===== src/rtl/fir_stream_ctrl.sv =====
// Streaming controller for a fixed-latency FIR datapath: credit-based input handshake,
// tag pipe aligning results, output FIFO, and delay-line flush. Macro FIR_STREAM_CTRL_PRIME_EN makes reset exit into FLUSH.
module fir_stream_ctrl #(
    parameter int LAT        = 4,
    parameter int TAPS       = 9,
    parameter int FIFO_DEPTH = 8
) (
    input  logic        clk,
    input  logic        rst_n,
    input  logic        s_valid,
    output logic        s_ready,
    input  logic [15:0] s_data,
    output logic        m_valid,
    input  logic        m_ready,
    output logic [15:0] m_data,
    output logic        fir_ce,
    output logic [15:0] fir_in,
    input  logic [15:0] fir_out,
    input  logic        flush,
    output logic        busy
);

    localparam int AW = (FIFO_DEPTH > 1) ? $clog2(FIFO_DEPTH) : 1;
    localparam int CW = $clog2(FIFO_DEPTH + LAT + 1);
    localparam int FW = $clog2(TAPS + LAT + 1);

    typedef enum logic {
        RUN,
        FLUSH
    } state_t;

`ifdef FIR_STREAM_CTRL_PRIME_EN
    localparam state_t RESET_STATE = FLUSH;
`else
    localparam state_t RESET_STATE = RUN;
`endif

    state_t          state;
    logic [FW-1:0]   fcnt;
    logic            busy_q;
    logic [LAT-1:0]  tag;
    logic [15:0]     mem [FIFO_DEPTH];
    logic [AW-1:0]   wr_ptr;
    logic [AW-1:0]   rd_ptr;
    logic [CW-1:0]   count;
    logic [CW-1:0]   inflight;
    logic            accept;
    logic            push;
    logic            pop;

    always_comb begin
        inflight = '0;
        for (int unsigned i = 0; i < LAT; i++) begin
            inflight = inflight + CW'(tag[i]);
        end
    end

    // Credit covers results still in the pipe, so every tagged result finds a FIFO slot.
    assign s_ready = rst_n && (state == RUN) && !flush &&
                     ((inflight + count) < CW'(FIFO_DEPTH));
    assign accept  = s_valid && s_ready;

    always_comb begin
        fir_ce = 1'b0;
        fir_in = '0;
        if (state == RUN) begin
            fir_ce = accept;
            fir_in = accept ? s_data : '0;
        end else if (rst_n && (fcnt < FW'(TAPS))) begin
            fir_ce = 1'b1;
        end
    end

    always_ff @(posedge clk or negedge rst_n) begin
        if (!rst_n) begin
            state  <= RESET_STATE;
            fcnt   <= '0;
            busy_q <= (RESET_STATE == FLUSH);
        end else begin
            case (state)
                RUN: begin
                    if (flush) begin
                        state  <= FLUSH;
                        fcnt   <= '0;
                        busy_q <= 1'b1;
                    end
                end
                FLUSH: begin
                    if (fcnt == FW'(TAPS + LAT - 1)) begin
                        state  <= RUN;
                        fcnt   <= '0;
                        busy_q <= 1'b0;
                    end else begin
                        fcnt <= fcnt + 1'b1;
                    end
                end
                default: begin
                    state  <= RUN;
                    busy_q <= 1'b0;
                end
            endcase
        end
    end

    assign busy = rst_n && busy_q;

    // Tag exits the last stage in the same cycle the datapath presents the matching result.
    always_ff @(posedge clk or negedge rst_n) begin
        if (!rst_n) begin
            tag <= '0;
        end else begin
            tag[0] <= accept;
            for (int unsigned i = 1; i < LAT; i++) begin
                tag[i] <= tag[i-1];
            end
        end
    end

    assign push = tag[LAT-1];
    assign pop  = m_valid && m_ready;

    always_ff @(posedge clk) begin
        if (push) begin
            mem[wr_ptr] <= fir_out;
        end
    end

    always_ff @(posedge clk or negedge rst_n) begin
        if (!rst_n) begin
            wr_ptr <= '0;
            rd_ptr <= '0;
            count  <= '0;
        end else begin
            if (push) begin
                wr_ptr <= wr_ptr + 1'b1;
            end
            if (pop) begin
                rd_ptr <= rd_ptr + 1'b1;
            end
            case ({push, pop})
                2'b10:   count <= count + 1'b1;
                2'b01:   count <= count - 1'b1;
                default: count <= count;
            endcase
        end
    end

    assign m_valid = rst_n && (count != '0);
    assign m_data  = m_valid ? mem[rd_ptr] : '0;

endmodule


===== config.mk =====
export PLATFORM = sky130hd
export DESIGN_NAME = fir_stream_ctrl
export DESIGN_NICKNAME = d
export VERILOG_FILES = /design/src/rtl/fir_stream_ctrl.sv
export SDC_FILE = /design/constraint.sdc
export NUM_CORES = 1
export LEC_CHECK = 0
export ABC_AREA = 1
export BUFFER_PORTS_ARGS = -buffer_cell sky130_fd_sc_hd__buf_2
export CAP_MARGIN = 30
export CORE_ASPECT_RATIO = 1.2
export CORE_MARGIN = 8
export CORE_UTILIZATION = 25
export DETAILED_ROUTE_END_ITERATION = 10
export RECOVER_POWER = 50
export SYNTH_ARGS = -nofsm -noshare
export SYNTH_HDL_FRONTEND = slang
export SYNTH_SLANG_ARGS = --single-unit

===== constraint.sdc =====
create_clock -name clk -period 2.33 [get_ports clk]
set_input_delay 0.1165 -clock clk [delete_from_list [all_inputs] [get_ports clk]]
set_output_delay 0.1165 -clock clk [all_outputs]
set_load 0.005 [all_outputs]

==> flow_summary.yaml <==
die:
  row_count: 64
  fp.dieH_um: 191
  chipWidth_um: 162
  start_util_pct: 25.2
  core-area_mm2: 0.0252
  dieArea_mm2: 0.0308
  io_pins: 73
synth:
  synth_area_leaders: "edfxtp_1 (60%), nor2_1 (9.5%), dfrtp_1 (7.9%), o21ai_0 (6.9%), nand2_1 (3.1%)"
  syn-cell-area_mm2: 0.00636
  synth-main-ff-cell: "edfxtp_1"
  yosysSeqAreaShare_pct: 68.3
  synth_nets: 622
  synthDominantCellAreaShare_pct: 60.4
  ys_warn_count: 0
  avgSynthCellArea_um2: 11.1
  ys_seq_elements: 148
  synth_edf_count: 128
  synth.largest_area_cell: "edfxtp_1"
  ys_types: 26
  netlist_instances: 574
  synth-async-reset-ratio_pct: 13.5
sta:
  max-slew-margin-rel_pct: 55.7
  fmax_mhz: 405
  fin_crit_ns: 2.47
  whs_ns: 0.0731
  tightest_slew_ns: 0.665
  slew_viol_final: 0
  fin_ws_ns: -0.142
  finalCritPeriodShare_pct: 106
  fin_skew_ns: 0.00494
  tns_ns: -2.22
  grt_setup_unrepaired: "true"
  setup_violations: 17
  hold_viol_final: 0
clocking:
  clock_path_buffers: 2
  root_buffer: "clkbuf_16"
  cts_htree_levels: 4
  cts.sinks: 148
  clk_latency_ns: 0.40
  path_clk_slew_ns: 0.06
  cts_inserted_buffers: 17
  cts_tree: "built"
worst_setup_path:
  worstPathRequired_ns: 2.21
  slowest_delay_ns: 0.54
  crit_chain: "fa_1 > ha_1 > nand2_1 > nand2_1 > nand2_2 > nand2_2 > nand2_2 > nand4_4 > buf_12 > nor2_2 > buf_2"
  crit_path_max_fanout: 10
  crit_type: "reg2out"
  crit_slowest_cell: "fa_1"
  path_common_cell: "nand2_2"
  crit_path_end_kind: "output pin"
  critPathLaunchType: "register"
  critPathArrivalTime_ns: 2.36
layout:
  nets: 726
  antenna_cells: 0
  area_growth_pct: 25.9
  stdcell_count: 1021
  drive_above_1_share_pct: 17.9
detailed_routing:
  vias_per_cell: 4.15
  drtPass1Iterations: 4
  drt.antenna.violating_nets: 0
  routedWlPerCell_um: 13.5
  vias: 4233
  drt-total-wl_um: 13700
  drc: 0
  drtIter0Drc: 192
power:
  power_leakage_nw: 3.10
  power_density_mw_per_mm2: 1060
  peakVddDrop_mv: 0.653
placement:
  post-place-cells: 968
  port_buffers: 72
  gp_congestion: 0.695
  dp_hpwl_um: 8580
global_route:
  gr-total-overflow: 0
  grt_pass1_vias: 4410
  grt_usage_pct: 9.18
  antenna_found_initial: 1
  grt_pass1_wl_um: 22100
  grt_max_degree: 67
run_status:
  violations: "negative setup slack"
  outcome: "finished with violations"
worst_hold_path:
  hp-class: "in2reg"
flow_run:
  drv_cap: 0
-- cells in the final DEF, fill, tap and decap left out, types with 17 or more instances in the layout --
master / synthesis / routed
o21ai_0: 88 / 88
inv_1: 35 / 35
edfxtp_1: 128 / 128
nand2_1: 53 / 50
clkbuf_1: 10 / 22
dfrtp_1: 20 / 19
dlygate4sd3_1: 0 / 18
nand3_1: 24 / 23
buf_2: 6 / 55
clkbuf_16: 0 / 17
nor2_1: 161 / 161
-- flip-flops by register name, indices dropped and copies added (netlist names) --
register	flops
fcnt	4
tag	4
wr_ptr	3
mem	128
count	4
state	1
busy_q	1
rd_ptr	3
-- final cells by class --
cell class | instances | area (um^2)
clock inverter | 12 | 205
fill | 2524 | 17200
clock buffer | 20 | 437
inverter | 38 | 143
sequential | 148 | 4350
tap | 330 | 413
timing repair buffer | 111 | 719
multi-input combinational | 362 | 1750
-- power by group --
part / switching [mW] / total (mW) / internal, mW
registers: 0.169 / 3.20 / 3.03
logic: 1.50 / 2.42 / 0.915
clock network: 1.01 / 2.91 / 1.90
total: 2.68 / 8.53 / 5.85
-- synth_stat cells, types with 2 or more instances --
master,instances
ha_1,9
edfxtp_1,128
fa_1,2
clkbuf_1,10
inv_1,35
buf_4,7
buf_1,2
dfrtp_1,20
inv_2,3
buf_2,6
nor2_4,2
xor2_1,3
nand2_1,53
o21ai_0,88
o22ai_1,2
nor2_2,7
nor2_1,161
nand3_1,24
xnor2_1,5
-- final timing paths --
| check | slack [ns] | startpoint | cells past startpoint | end |
|---|---|---|---|---|
| min in group asynchronous | 0.28 | rst_n | 3 | busy_q |
| max in group asynchronous | 1.41 | rst_n | 3 | rd_ptr[0] |
| setup reg to reg | 0.21 | count[3] | 10 | count[3] |
| hold reg to reg | 0.39 | tag[2] | 0 | tag[3] |
| setup / recovery | -0.14 | tag[0] | 11 | fir_in[8] |
| hold / removal | 0.07 | m_ready | 3 | rd_ptr[2] |
-- logic make-up (layout without fill, tap and decap cells) --
group | after synthesis | after routing | synth area share (%)
flops | 148 | 148 | 68.3
simple gates | 251 | 251 | 16.2
fa+ha+maj | 11 | 11 | 2.40
compound gates | 92 | 92 | 7.53
xor+xnor | 8 | 8 | 1.10
buf+inv | 64 | 181 | 4.43
-- critical path: cells and delay by family, from the launching register on --
family / cells / cell delay, ns
AND/OR/NAND/NOR: 7 / 0.50
buffers and inverters: 2 / 0.28
adder cells (fa/ha/maj): 2 / 0.76
flip-flops: 1 / 0.40
-- metrics by stage --
stage	total power [mW]	worst slack (ns)	utilization (%)	area [um^2]
final	8.53	-0.142	31.8	8010
after global routing	9.10	-0.304	31.8	8010
after CTS	8.66	-0.165	31.9	8040
after detailed placement	5.70	0.132	28.4	7160
after global placement	5.65	0.182	28.4	7160
after floorplan	4.92	0.392	-	6360
-- repair_timing --
item                                   4_1_cts  5_1_grt
hold buffers                                18        0
pin swaps                                    0        0
setup endpoints to repair                   17       19
endpoints found under the hold margin      150        0
setup buffers                                3        0
resized for setup                            4        0
-- routing by layer --
| layer | up-vias | global-route usage, % | share of wire [%] |
|---|---|---|---|
| met5 | - | 0 | 0.095 |
| met4 | 2 | 2.82 | 0.44 |
| met3 | 4 | 2.68 | 3.6 |
| met2 | 86 | 16.6 | 51 |
| met1 | 1997 | 10.3 | 45 |
| li1 | 2144 | - | - |
Note: power is estimated with default switching activity, not from simulation.
